File: config.mk
export PLATFORM = sky130hd
export DESIGN_NAME = fetch_unit
export DESIGN_NICKNAME = d
export VERILOG_FILES = /design/src/rtl/isa_pkg.sv /design/src/rtl/jump_lut.sv /design/src/rtl/fetch_unit.sv
export SDC_FILE = /design/constraint.sdc
export NUM_CORES = 1
export LEC_CHECK = 0
export BUFFER_PORTS_ARGS = -buffer_cell sky130_fd_sc_hd__buf_4
export CORE_ASPECT_RATIO = 1.2
export CORE_UTILIZATION = 55
export DETAILED_ROUTE_END_ITERATION = 6
export PLACE_DENSITY = 0.73
export SETUP_SLACK_MARGIN = 0.15
export SLEW_MARGIN = 40
export SYNTH_ARGS = -nofsm -noshare
export SYNTH_HDL_FRONTEND = slang
export SYNTH_SLANG_ARGS = --single-unit
export TNS_END_PERCENT = 1
File: constraint.sdc
create_clock -name clk -period 2.7 [get_ports clk]
set_input_delay 0.135 -clock clk [delete_from_list [all_inputs] [get_ports clk]]
set_output_delay 0.135 -clock clk [all_outputs]
set_load 0.01 [all_outputs]
File: src/rtl/isa_pkg.sv
// -----------------------------------------------------------------------------
// isa_pkg
// Shared ISA definitions for the single-cycle core front end:
//   - default fetch geometry (PC width, instruction width, jump-LUT depth)
//   - 4-bit opcode constants
//   - fetch state enumeration
//   - branch_taken(): resolves a conditional jump from opcode and flags
// -----------------------------------------------------------------------------
package isa_pkg;

    localparam int PCW_DEF  = 10;
    localparam int IW_DEF   = 9;
    localparam int LUTD_DEF = 32;

    localparam logic [3:0] OP_JMP  = 4'b0000;
    localparam logic [3:0] OP_BEQ  = 4'b0001;
    localparam logic [3:0] OP_BNE  = 4'b0010;
    localparam logic [3:0] OP_BLT  = 4'b0011;
    localparam logic [3:0] OP_BGE  = 4'b0100;
    localparam logic [3:0] OP_HALT = 4'b1001;

    typedef enum logic [1:0] {
        ST_IDLE = 2'b00,
        ST_RUN  = 2'b01,
        ST_DONE = 2'b10
    } fetch_state_e;

    // Conditional-jump resolution; opcodes that are not conditional jumps
    // never take, so a stray jtype cannot redirect the PC.
    function automatic logic branch_taken(input logic [3:0] op,
                                          input logic       z,
                                          input logic       n);
        logic t;
        case (op)
            OP_BEQ:  t = z;
            OP_BNE:  t = ~z;
            OP_BLT:  t = n;
            OP_BGE:  t = ~n;
            default: t = 1'b0;
        endcase
        return t;
    endfunction

endpackage

File: src/rtl/jump_lut.sv
// -----------------------------------------------------------------------------
// jump_lut
// Jump-target lookup table: DEPTH entries of DW bits, synchronous write,
// combinational read. Contents are deliberately not reset.
// Ports:
//   clk    in  rising-edge clock
//   we     in  write strobe (already qualified by the caller)
//   waddr  in  write index
//   wdata  in  write data (jump target)
//   raddr  in  read index
//   rdata  out read data, combinational
// -----------------------------------------------------------------------------
module jump_lut #(
    parameter int DW    = 10,
    parameter int DEPTH = 32,
    parameter int AW    = $clog2(DEPTH)
) (
    input  logic          clk,
    input  logic          we,
    input  logic [AW-1:0] waddr,
    input  logic [DW-1:0] wdata,
    input  logic [AW-1:0] raddr,
    output logic [DW-1:0] rdata
);

    logic [DW-1:0] mem_q [DEPTH];

    // Table write port
    always_ff @(posedge clk) begin
        if (we) begin
            mem_q[waddr] <= wdata;
        end
    end

    // Combinational read port
    always_comb begin
        rdata = mem_q[raddr];
    end

endmodule

File: src/rtl/fetch_unit.sv
// -----------------------------------------------------------------------------
// fetch_unit
// Instruction-fetch stage of the single-cycle core. Owns the PC, addresses
// instruction memory, forwards the fetched word to the decoder, and chooses
// the next PC (PC+1 or a jump-LUT target) from the decoder strobes and the
// registered Z/N flags. A start/done handshake frames each program run.
// Ports:
//   clk, reset_n            clock, async active-low reset
//   start                   begins a program at PC 0 (IDLE/DONE only)
//   done, running           state indicators (DONE / RUN)
//   imem_addr, imem_data    instruction memory address / combinational data
//   instr, pc               instruction to decoder (0 outside RUN), current PC
//   uncd_jmp, jtype         decoder jump strobes
//   flag_we, z_in, n_in     compare flag update
//   lut_we, lut_addr,
//   lut_wdata               jump-LUT write port (ignored during RUN)
// -----------------------------------------------------------------------------
module fetch_unit
    import isa_pkg::*;
#(
    parameter int         PCW     = PCW_DEF,
    parameter int         IW      = IW_DEF,
    parameter int         LUTD    = LUTD_DEF,
    parameter logic [3:0] HALT_OP = OP_HALT
) (
    input  logic                    clk,
    input  logic                    reset_n,
    input  logic                    start,
    output logic                    done,
    output logic                    running,
    output logic [PCW-1:0]          imem_addr,
    input  logic [IW-1:0]           imem_data,
    output logic [IW-1:0]           instr,
    output logic [PCW-1:0]          pc,
    input  logic                    uncd_jmp,
    input  logic                    jtype,
    input  logic                    flag_we,
    input  logic                    z_in,
    input  logic                    n_in,
    input  logic                    lut_we,
    input  logic [$clog2(LUTD)-1:0] lut_addr,
    input  logic [PCW-1:0]          lut_wdata
);

    localparam int LUT_AW = $clog2(LUTD);

    fetch_state_e   state_q, state_d;
    logic [PCW-1:0] pc_q, pc_d;
    logic           z_q, z_d;
    logic           n_q, n_d;

    logic [3:0]        opcode_s;
    logic [LUT_AW-1:0] lut_idx_s;
    logic [PCW-1:0]    lut_target_s;
    logic              is_run_s;
    logic              halt_s;
    logic              taken_s;
    logic              pc_at_max_s;
    logic              lut_wen_s;

    assign opcode_s    = imem_data[IW-1 -: 4];
    assign lut_idx_s   = imem_data[LUT_AW-1:0];
    assign is_run_s    = (state_q == ST_RUN);
    assign halt_s      = (opcode_s == HALT_OP);
    assign pc_at_max_s = (pc_q == {PCW{1'b1}});
    // The table may only be reprogrammed while no program is executing.
    assign lut_wen_s   = lut_we & ~is_run_s;

    jump_lut #(
        .DW    (PCW),
        .DEPTH (LUTD),
        .AW    (LUT_AW)
    ) u_jump_lut (
        .clk   (clk),
        .we    (lut_wen_s),
        .waddr (lut_addr),
        .wdata (lut_wdata),
        .raddr (lut_idx_s),
        .rdata (lut_target_s)
    );

    // Jump resolution against the registered flags (same-cycle flag writes
    // only affect later instructions).
    always_comb begin
        taken_s = 1'b0;
        if (uncd_jmp) begin
            taken_s = 1'b1;
        end else if (jtype) begin
            taken_s = branch_taken(opcode_s, z_q, n_q);
        end else begin
            taken_s = 1'b0;
        end
    end

    // State, PC and flag registers
    always_ff @(posedge clk or negedge reset_n) begin
        if (!reset_n) begin
            state_q <= ST_IDLE;
            pc_q    <= {PCW{1'b0}};
            z_q     <= 1'b0;
            n_q     <= 1'b0;
        end else begin
            state_q <= state_d;
            pc_q    <= pc_d;
            z_q     <= z_d;
            n_q     <= n_d;
        end
    end

    // Next-state logic
    always_comb begin
        state_d = state_q;
        case (state_q)
            ST_IDLE: begin
                if (start) state_d = ST_RUN;
                else       state_d = ST_IDLE;
            end
            ST_RUN: begin
                // Falling off the end of memory finishes the program unless
                // the last word redirects the PC.
                if (halt_s || (pc_at_max_s && !taken_s)) state_d = ST_DONE;
                else                                      state_d = ST_RUN;
            end
            ST_DONE: begin
                if (start) state_d = ST_RUN;
                else       state_d = ST_DONE;
            end
            default: state_d = ST_IDLE;
        endcase
    end

    // Next-PC and flag-update logic
    always_comb begin
        pc_d = pc_q;
        z_d  = z_q;
        n_d  = n_q;
        case (state_q)
            ST_RUN: begin
                if (halt_s) begin
                    pc_d = pc_q;
                end else if (taken_s) begin
                    pc_d = lut_target_s;
                end else if (pc_at_max_s) begin
                    pc_d = pc_q;  // hold at the top address, no wrap
                end else begin
                    pc_d = pc_q + {{(PCW-1){1'b0}}, 1'b1};
                end
                if (flag_we) begin
                    z_d = z_in;
                    n_d = n_in;
                end else begin
                    z_d = z_q;
                    n_d = n_q;
                end
            end
            ST_IDLE, ST_DONE: begin
                if (start) begin
                    pc_d = {PCW{1'b0}};
                    z_d  = 1'b0;
                    n_d  = 1'b0;
                end else begin
                    pc_d = pc_q;
                end
            end
            default: begin
                pc_d = {PCW{1'b0}};
                z_d  = 1'b0;
                n_d  = 1'b0;
            end
        endcase
    end

    // Output logic; outside RUN the decoder sees an all-zero word.
    always_comb begin
        running   = is_run_s;
        done      = (state_q == ST_DONE);
        pc        = pc_q;
        imem_addr = pc_q;
        if (is_run_s) instr = imem_data;
        else          instr = {IW{1'b0}};
    end

endmodule

==> results of run 1 <==
## logic make-up (layout without fill, tap and decap cells)
logic type | Yosys count | count (layout)
AO/OA/AOI/OAI | 69 | 69
buffers and inverters | 49 | 189
flip-flops | 334 | 334
adder cells (fa/ha/maj) | 1 | 1
XOR/XNOR | 2 | 2
AND/OR/NAND/NOR | 148 | 148
multiplexers | 114 | 114
## per-stage QoR
| step | hold slack [ns] | area [um2] |
|---|---|---|
| after global routing | 0.0321 | 15700 |
| after detailed placement | 0.0120 | 14500 |
| final | 0.0246 | 15700 |
| after floorplan | -0.161 | 13500 |
| after CTS | 0.0222 | 15700 |
| after global placement | 0.00386 | 14500 |
## worst reg2reg max path: cells and delay by family, from the launching register on
| family | cells | cell delay (ns) |
|---|---|---|
| AO/OA/AOI/OAI | 4 | 0.96 |
| adder cells (fa/ha/maj) | 1 | 0.25 |
| flip-flops | 1 | 0.47 |
| AND/OR/NAND/NOR | 2 | 0.63 |
## area by class of cell
cell class | instances | area [um2] | area share, %
tap | 320 | 400 | 2.54
sequential | 334 | 9960 | 63.3
multi-input combinational | 334 | 3240 | 20.6
timing repair buffer | 121 | 962 | 6.12
clock inverter | 15 | 178 | 1.13
clock buffer | 46 | 970 | 6.16
inverter | 7 | 26.3 | 0.167
## sequential cells by signal, indices dropped and copies added, names as in the netlist
name              cells
z_q                   1
u_jump_lut.mem_q    320
n_q                   1
imem_addr            10
state_q               2
## placed cells by master (no fill, tap or decap), types with 3 or more instances in the layout
cell and count:
sky130_fd_sc_hd__inv_1 4, sky130_fd_sc_hd__nor2_1 46, sky130_fd_sc_hd__o311ai_1 3, sky130_fd_sc_hd__a32o_1 4
sky130_fd_sc_hd__mux4_2 67, sky130_fd_sc_hd__dlygate4sd3_1 6, sky130_fd_sc_hd__nand2_1 40, sky130_fd_sc_hd__a22oi_1 19
sky130_fd_sc_hd__buf_4 110, sky130_fd_sc_hd__edfxtp_1 320, sky130_fd_sc_hd__nor2b_1 10, sky130_fd_sc_hd__clkbuf_16 37
sky130_fd_sc_hd__and2_1 8, sky130_fd_sc_hd__buf_12 3, sky130_fd_sc_hd__clkinv_1 6, sky130_fd_sc_hd__nand4_1 8
sky130_fd_sc_hd__clkinv_2 3, sky130_fd_sc_hd__nand3_1 18, sky130_fd_sc_hd__o211ai_1 5, sky130_fd_sc_hd__dfrtp_1 14
sky130_fd_sc_hd__o21ai_0 5, sky130_fd_sc_hd__o2111ai_1 5, sky130_fd_sc_hd__mux2i_1 46, sky130_fd_sc_hd__nand2b_1 3
sky130_fd_sc_hd__nand3b_1 4, sky130_fd_sc_hd__clkbuf_1 8, sky130_fd_sc_hd__a21oi_1 8, sky130_fd_sc_hd__bufinv_16 4
## power breakdown
part / internal [W] / total [W] / switching [W]
clock network: 0.00291 / 0.00478 / 0.00187
registers: 0.00580 / 0.00598 / 0.000177
logic: 0.000630 / 0.00143 / 0.000803
total: 0.00934 / 0.0122 / 0.00285
## per-layer routing
| layer | GRT usage [%] | up-vias |
|---|---|---|
| li1 | - | 3135 |
| met1 | 34.4 | 3870 |
| met2 | 44.6 | 383 |
| met3 | 4.42 | 80 |
| met4 | 10.7 | 0 |
| met5 | 0 | - |
## path summary, 6_finish.rpt
check,cells past startpoint,end
setup / recovery,7,imem_addr[9]
hold / removal,2,imem_addr[3]
min in group clk,1,u_jump_lut.mem_q[26][0]
hold reg to reg,1,state_q[0]
max in group asynchronous,2,state_q[0]
setup reg to reg,7,imem_addr[9]
==> insert_results.sql, run 1 <==
INSERT INTO impl_metrics (metric_group, metric, value, unit) VALUES
('yosys', 'synth_async_sr_flop_share', '4.19', '%'),
('route', 'met3WireLength', '2220', 'um'),
('worst_setup_path', 'critPathMaxStageDelay', '0.49', 'ns'),
('yosys', 'post_synth_adder_cell_area', '0.0928', '%'),
('timing', 'finalSetupViolations', '0', ''),
('timing', 'report.final.slew_viol_count', '0', ''),
('route', 'route.detailed.vias_per_inst', '6.34', ''),
('clock_tree', 'worstSkewPairLatency', '0.51', 'ns'),
('yosys', 'synth_sequential_area_ratio', '73.9', '%'),
('yosys', 'synth_cell_types', '55', ''),
('yosys', 'synth_area_leaders', 'sky130_fd_sc_hd__edfxtp_1 (71%), sky130_fd_sc_hd__mux4_2 (11%), sky130_fd_sc_hd__mux2i_1 (3.4%), sky130_fd_sc_hd__dfrtp_1 (2.6%), sky130_fd_sc_hd__nor2_1 (1.3%)', ''),
('die', 'core_region_area', '0.0240', 'mm2'),
('die', 'dieArea', '0.0251', 'mm2'),
('timing', 'unrepaired_setup_endpoints_after_global_routing', 'false', ''),
('timing', 'period_share', '89.8', '%'),
('timing', 'max_freq', '0.413', 'GHz'),
('min_path', 'worst_hold_path_type', 'in2async', ''),
('yosys', 'synthTopCellsByCount', 'sky130_fd_sc_hd__edfxtp_1 (320), sky130_fd_sc_hd__mux4_2 (67), sky130_fd_sc_hd__mux2i_1 (46), sky130_fd_sc_hd__nor2_1 (46), sky130_fd_sc_hd__nand2_1 (40)', ''),
('die', 'die_width', '145', 'um'),
('clock_tree', 'cts_root_buffer', 'sky130_fd_sc_hd__clkbuf_16', ''),
('timing', 'finalWorstPathRequiredPeriod', '2.42', 'ns'),
('yosys', 'post_synth_mux_area_share', '14.7', '%'),
('clock_tree', 'post_cts_buffers', '0', ''),
('clock_tree', 'number_of_cts_inserted_buffers', '34', ''),
('place', 'place_ws', '0.256', 'ns'),
('power_and_ir_drop', 'power_per_cell_area', '775', 'mW/mm2'),
('clock_tree', 'clkTransAtPathRegs', '0.06', 'ns'),
('route', 'starting_drt_drc_count', '826', ''),
('worst_setup_path', 'crit_chain', 'ha_1 -> nand3_1 -> nor4_2 -> o311ai_1 -> a21oi_2 -> o21ai_1 -> o311ai_1', ''),
('worst_setup_path', 'path_buf_inv', '0', ''),
('route', 'first_pass_drt_iterations', '5', ''),
('clock_tree', 'cts_resized', '0', ''),
('clock_tree', 'clock-sinks', '334', ''),
('power_and_ir_drop', 'p_leak', '5.34', 'nW'),
('place', 'routabilityCongestion', '0.829', ''),
('yosys', 'synth_top_family_by_area', 'multiplexers', ''),
('grt', 'grt_start_max_net_pins', '33', ''),
('clock_tree', 'ctsHtreeMaxLevel', '2', ''),
('yosys', 'yosysWarningCount', '0', ''),
('finish', 'end_of_flow_core_utilization', '65.6', '%'),
('route', 'dr.max_layer_used', 'met4', ''),
('timing', 'tightestPinTransition', '0.684', 'ns'),
('place', 'dp_hpwl', '19800', 'um'),
('finish', 'layout_cells_sized_above_1', '27.4', '%'),
('worst_setup_path', 'critical_path.endpoint_type', 'flip-flop', ''),
('route', 'routedWlPerCell', '26.7', 'um'),
('grt', 'gr-usage-all-layers', '26.5', '%'),
('finish', 'syn2layout_area_growth', '16.7', '%'),
('place', 'placement.io_buffers', '63', ''),
('worst_setup_path', 'worstPathRequired', '3.09', 'ns'),
('timing', 'finalClockSkew', '0.0145', 'ns'),
('route', 'drc_errors', '0', ''),
('clock_tree', 'tritoncts', 'done', ''),
('worst_setup_path', 'arrival', '2.81', 'ns'),
('yosys', 'synthFlopType', 'sky130_fd_sc_hd__edfxtp_1', ''),
('finish', 'fin_cells', '1177', ''),
('worst_setup_path', 'cp_top_family', 'compound AO/OA/AOI/OAI gates', ''),
('yosys', 'syn_nets', '751', ''),
('worst_setup_path', 'critPathLaunch', 'imem_addr[1]', ''),
('timing', 'timing.setup.tns', '0', 'ns'),
('worst_setup_path', 'crit-reg2reg-launch', 'imem_addr[1]', ''),
('timing', 'finalHoldViolations', '0', ''),
('worst_setup_path', 'path_class', 'reg2reg', ''),
('route', 'wl_met2', '16500', 'um'),
('finish', 'layout.nets', '866', ''),
('place', 'placed_cells_incl_taps', '1109', ''),
('status', 'outcome', 'complete, no violations', ''),
('yosys', 'ys_seq_elements', '334', ''),
('yosys', 'syn-instance-count', '717', ''),
('yosys', 'synth_compound_area_share', '3.83', '%'),
('finish', 'antenna_cells', '0', '');
Note: power is estimated with default switching activity, not from simulation.
==> run 2: changes to the inputs <==
--- a/config.mk
+++ b/config.mk
@@ -5,11 +5,12 @@
 export SDC_FILE = /design/constraint.sdc
 export NUM_CORES = 1
 export LEC_CHECK = 0
+export ABC_AREA = 1
 export BUFFER_PORTS_ARGS = -buffer_cell sky130_fd_sc_hd__buf_4
 export CORE_ASPECT_RATIO = 1.2
 export CORE_UTILIZATION = 55
 export DETAILED_ROUTE_END_ITERATION = 6
-export PLACE_DENSITY = 0.73
+export PLACE_DENSITY = 0.72
 export SETUP_SLACK_MARGIN = 0.15
 export SLEW_MARGIN = 40
 export SYNTH_ARGS = -nofsm -noshare
==> insert_results.sql, run 2 <==
INSERT INTO impl_metrics (metric_group, metric, value, unit) VALUES
('clock_tree', 'ctsHtreeMaxLevel', '1', ''),
('clock_tree', 'cts_resized', '0', ''),
('yosys', 'syn-instance-count', '1394', ''),
('yosys', 'synth_async_sr_flop_share', '4.19', '%'),
('route', 'routedWlPerCell', '19.0', 'um'),
('power_and_ir_drop', 'power_per_cell_area', '711', 'mW/mm2'),
('finish', 'fillers', '1991', ''),
('timing', 'finalWorstPathRequiredPeriod', '2.10', 'ns'),
('route', 'starting_drt_drc_count', '1062', ''),
('route', 'ant_nets', '0', ''),
('die', 'initial_core_utilization', '56.5', '%'),
('timing', 'final.setup.worst_slack', '0.602', 'ns'),
('yosys', 'synth_area_per_cell', '10.4', 'um2'),
('route', 'drc_errors', '0', ''),
('place', 'placement.io_buffers', '63', ''),
('worst_setup_path', 'critPathSlowestCell', 'sky130_fd_sc_hd__dlygate4sd3_1', ''),
('die', 'die_width', '151', 'um'),
('die', 'dieArea', '0.0271', 'mm2'),
('die', 'ios', '64', ''),
('grt', 'grt_start_max_net_pins', '161', ''),
('die', 'die_y', '180', 'um'),
('yosys', 'synthTopCellsByCount', 'sky130_fd_sc_hd__nand2_1 (440), sky130_fd_sc_hd__edfxtp_1 (320), sky130_fd_sc_hd__nand3_1 (297)', ''),
('yosys', 'yosysWarningCount', '0', ''),
('grt', 'antenna_found_initial', '0', ''),
('timing', 'slew-limit-headroom', '45.4', '%'),
('worst_setup_path', 'critical_path.endpoint_type', 'flip-flop', ''),
('timing', 'timing.setup.tns', '0', 'ns'),
('route', 'drt-total-wl', '34500', 'um'),
('power_and_ir_drop', 'combinational_power_share', '13.2', '%'),
('yosys', 'syn_nets', '1428', ''),
('worst_setup_path', 'crit_chain', 'ha_1 -> nand2_1 -> nor2_2 -> nand2_1 -> nor2_2 -> nand4_1 -> o211ai_1 -> dlygate4sd3_1', ''),
('grt', 'gr-usage-all-layers', '26.2', '%'),
('finish', 'regArea', '0.00996', 'mm2'),
('die', 'placementRows', '64', ''),
('grt', 'grt_pass1_vias', '9631', ''),
('power_and_ir_drop', 'p_leak', '6.68', 'nW'),
('route', 'route.detailed.vias_per_inst', '5.56', ''),
('clock_tree', 'cts.path.max_buffers', '3', ''),
('worst_setup_path', 'arrival', '2.58', 'ns'),
('power_and_ir_drop', 'p_clk_share', '35.6', '%'),
('timing', 'tightestPinTransition', '0.819', 'ns'),
('finish', 'layout_cells_sized_above_1', '10.7', '%'),
('worst_setup_path', 'critPathMaxStageDelay', '0.57', 'ns'),
('finish', 'largest_register_ffs', '320', ''),
('worst_setup_path', 'path_buf_inv', '1', ''),
('worst_setup_path', 'path_class', 'reg2reg', ''),
('grt', 'grt.overflow.total', '0', ''),
('clock_tree', 'worstSkewPairLatency', '0.55', 'ns'),
('timing', 'report.final.slew_viol_count', '0', ''),
('clock_tree', 'cts_root_buffer', 'sky130_fd_sc_hd__clkbuf_16', ''),
('clock_tree', 'tritoncts', 'done', ''),
('place', 'dp_hpwl', '20700', 'um'),
('timing', 'max_freq', '0.477', 'GHz'),
('power_and_ir_drop', 'p_sw', '0.00289', 'W'),
('yosys', 'synthFlopType', 'sky130_fd_sc_hd__edfxtp_1', ''),
('worst_setup_path', 'worstPathRequired', '3.19', 'ns'),
('timing', 'finalClockSkew', '0.00963', 'ns'),
('clock_tree', 'clkTransAtPathRegs', '0.06', 'ns'),
('finish', 'layout_commonest_cell', 'sky130_fd_sc_hd__nand2_1', ''),
('yosys', 'synth_area_leaders', 'sky130_fd_sc_hd__edfxtp_1 (66%), sky130_fd_sc_hd__nand2_1 (11%), sky130_fd_sc_hd__nand3_1 (10%), sky130_fd_sc_hd__inv_1 (3.8%), sky130_fd_sc_hd__dfrtp_1 (2.4%)', ''),
('timing', 'finalSetupViolations', '0', ''),
('finish', 'footprint_of_the_multi_input_gates', '0.00355', 'mm2'),
('power_and_ir_drop', 'power.sequential.fraction', '51.2', '%'),
('status', 'outcome', 'complete, no violations', ''),
('yosys', 'synth_top_cell_by_area', 'sky130_fd_sc_hd__edfxtp_1', ''),
('yosys', 'synthMostInstantiatedCell', 'sky130_fd_sc_hd__nand2_1', ''),
('flow_run', 'max_cap_viol_count', '0', ''),
('finish', 'end_of_flow_core_utilization', '63.6', '%'),
('finish', 'antenna_cells', '0', ''),
('yosys', 'synth-edff-count', '320', ''),
('finish', 'layout_common_cells', 'sky130_fd_sc_hd__nand2_1 (440), sky130_fd_sc_hd__edfxtp_1 (320), sky130_fd_sc_hd__nand3_1 (297)', ''),
('finish', 'layout.nets', '1496', ''),
('worst_setup_path', 'setup.worst_path.start_class', 'flip-flop', ''),
('timing', 'period_share', '77.7', '%'),
('worst_setup_path', 'crit_path_max_fanout', '10', ''),
('clock_tree', 'number_of_cts_inserted_buffers', '31', ''),
('clock_tree', 'clock-sinks', '334', ''),
('die', 'core_region_area', '0.0258', 'mm2'),
('place', 'place_ws', '0.620', 'ns'),
('timing', 'finalHoldViolations', '0', ''),
('yosys', 'synth_sequential_area_ratio', '68.4', '%'),
('yosys', 'synth_cell_types', '25', ''),
('yosys', 'synth_top_cell_area_share', '66.0', '%'),
('yosys', 'mapped_cell_area', '0.0146', 'mm2'),
('route', 'num_vias', '10100', ''),
('route', 'first_pass_drt_iterations', '5', ''),
('power_and_ir_drop', 'power.share.switching', '24.8', '%'),
('place', 'routabilityCongestion', '0.864', ''),
('power_and_ir_drop', 'internal_power', '0.00877', 'W'),
('yosys', 'ys_seq_elements', '334', ''),
('power_and_ir_drop', 'vdd.ir_drop.worst', '462', 'uV'),
('min_path', 'worst_hold_path_type', 'in2reg', ''),
('grt', 'grt_first_pass_wirelength', '53300', 'um'),
('finish', 'register_bank_with_the_most_flops', 'u_jump_lut.mem_q', ''),
('worst_setup_path', 'cp_top_family', 'simple AND/OR/NAND/NOR gates', ''),
('timing', 'fin_worst_hold_slack', '0.0425', 'ns'),
('clock_tree', 'post_cts_buffers', '0', ''),
('timing', 'unrepaired_setup_endpoints_after_global_routing', 'false', ''),
('finish', 'syn2layout_area_growth', '12.6', '%');
## run 2: routing by layer
layer	GRT usage, %	vias to the layer above	share of wire [%]
met2	42.6	476	48
met3	3.44	70	7.7
met1	35.9	4763	41
met5	0	-	0
met4	9.70	0	3.2
li1	-	4778	-
## run 2: stage by stage
step           std cells  power [W]  instance area [um2]
6_report            1814     0.0117                16400
2_1_floorplan       1394    0.00700                14600
3_5_place_dp        1751    0.00758                15400
4_1_cts             1814     0.0117                16400
3_3_place_gp        1751    0.00754                15400
5_1_grt             1814     0.0121                16400
## run 2: what timing repair did
item	in CTS	in global routing
setup endpoints to repair	0	0
hold buffers	8	0
hold endpoints to repair	18	0
## run 2: final cells by class
class	count	area share, %
multi-input cells	828	21.6
flip-flops and latches	334	60.7
repair buffers	115	5.77
clock inverters	17	0.954
clock buffers	38	4.89
inverters	152	3.49
well taps	330	2.52
## run 2: cells by family (layout without fill, tap and decap cells)
| logic type | after synthesis | count (layout) | synth area share [%] |
|---|---|---|---|
| flip-flops | 334 | 334 | 68.4 |
| AND/OR/NAND/NOR | 810 | 810 | 23.7 |
| adder cells (fa/ha/maj) | 1 | 1 | 0.0859 |
| buffers and inverters | 232 | 322 | 7.25 |
| AO/OA/AOI/OAI | 17 | 17 | 0.601 |
## run 2: power groups by stage
| stage | clock [W] | sequential [W] | combinational (W) |
|---|---|---|---|
| after detailed placement | 0 | 0.00607 | 0.00150 |
| after floorplan | 0 | 0.00608 | 0.000918 |
| after global placement | 0 | 0.00607 | 0.00147 |
| final | 0.00415 | 0.00597 | 0.00154 |
| after global routing | 0.00436 | 0.00599 | 0.00171 |
| after CTS | 0.00419 | 0.00597 | 0.00154 |
## run 2: path summary, 6_finish.rpt
kind	startpoint	to	slack [ns]	depth (start not counted)
max in group asynchronous	reset_n	state_q[1]	1.53	3
min in group asynchronous	reset_n	imem_addr[0]	0.71	3
worst min-delay path	imem_data[4]	imem_addr[4]	0.04	5
worst max register to register	imem_addr[0]	state_q[1]	0.60	8
worst max-delay path	imem_addr[0]	state_q[1]	0.60	8
worst min register to register	state_q[0]	state_q[0]	0.48	1
## run 2: tightest hold or removal path, stage by stage
cell                      delay (ns)
sky130_fd_sc_hd__buf_4          0.16
sky130_fd_sc_hd__nand3_1        0.09
sky130_fd_sc_hd__nand3_1        0.08
sky130_fd_sc_hd__nand2_1        0.05
sky130_fd_sc_hd__nand2_1        0.04
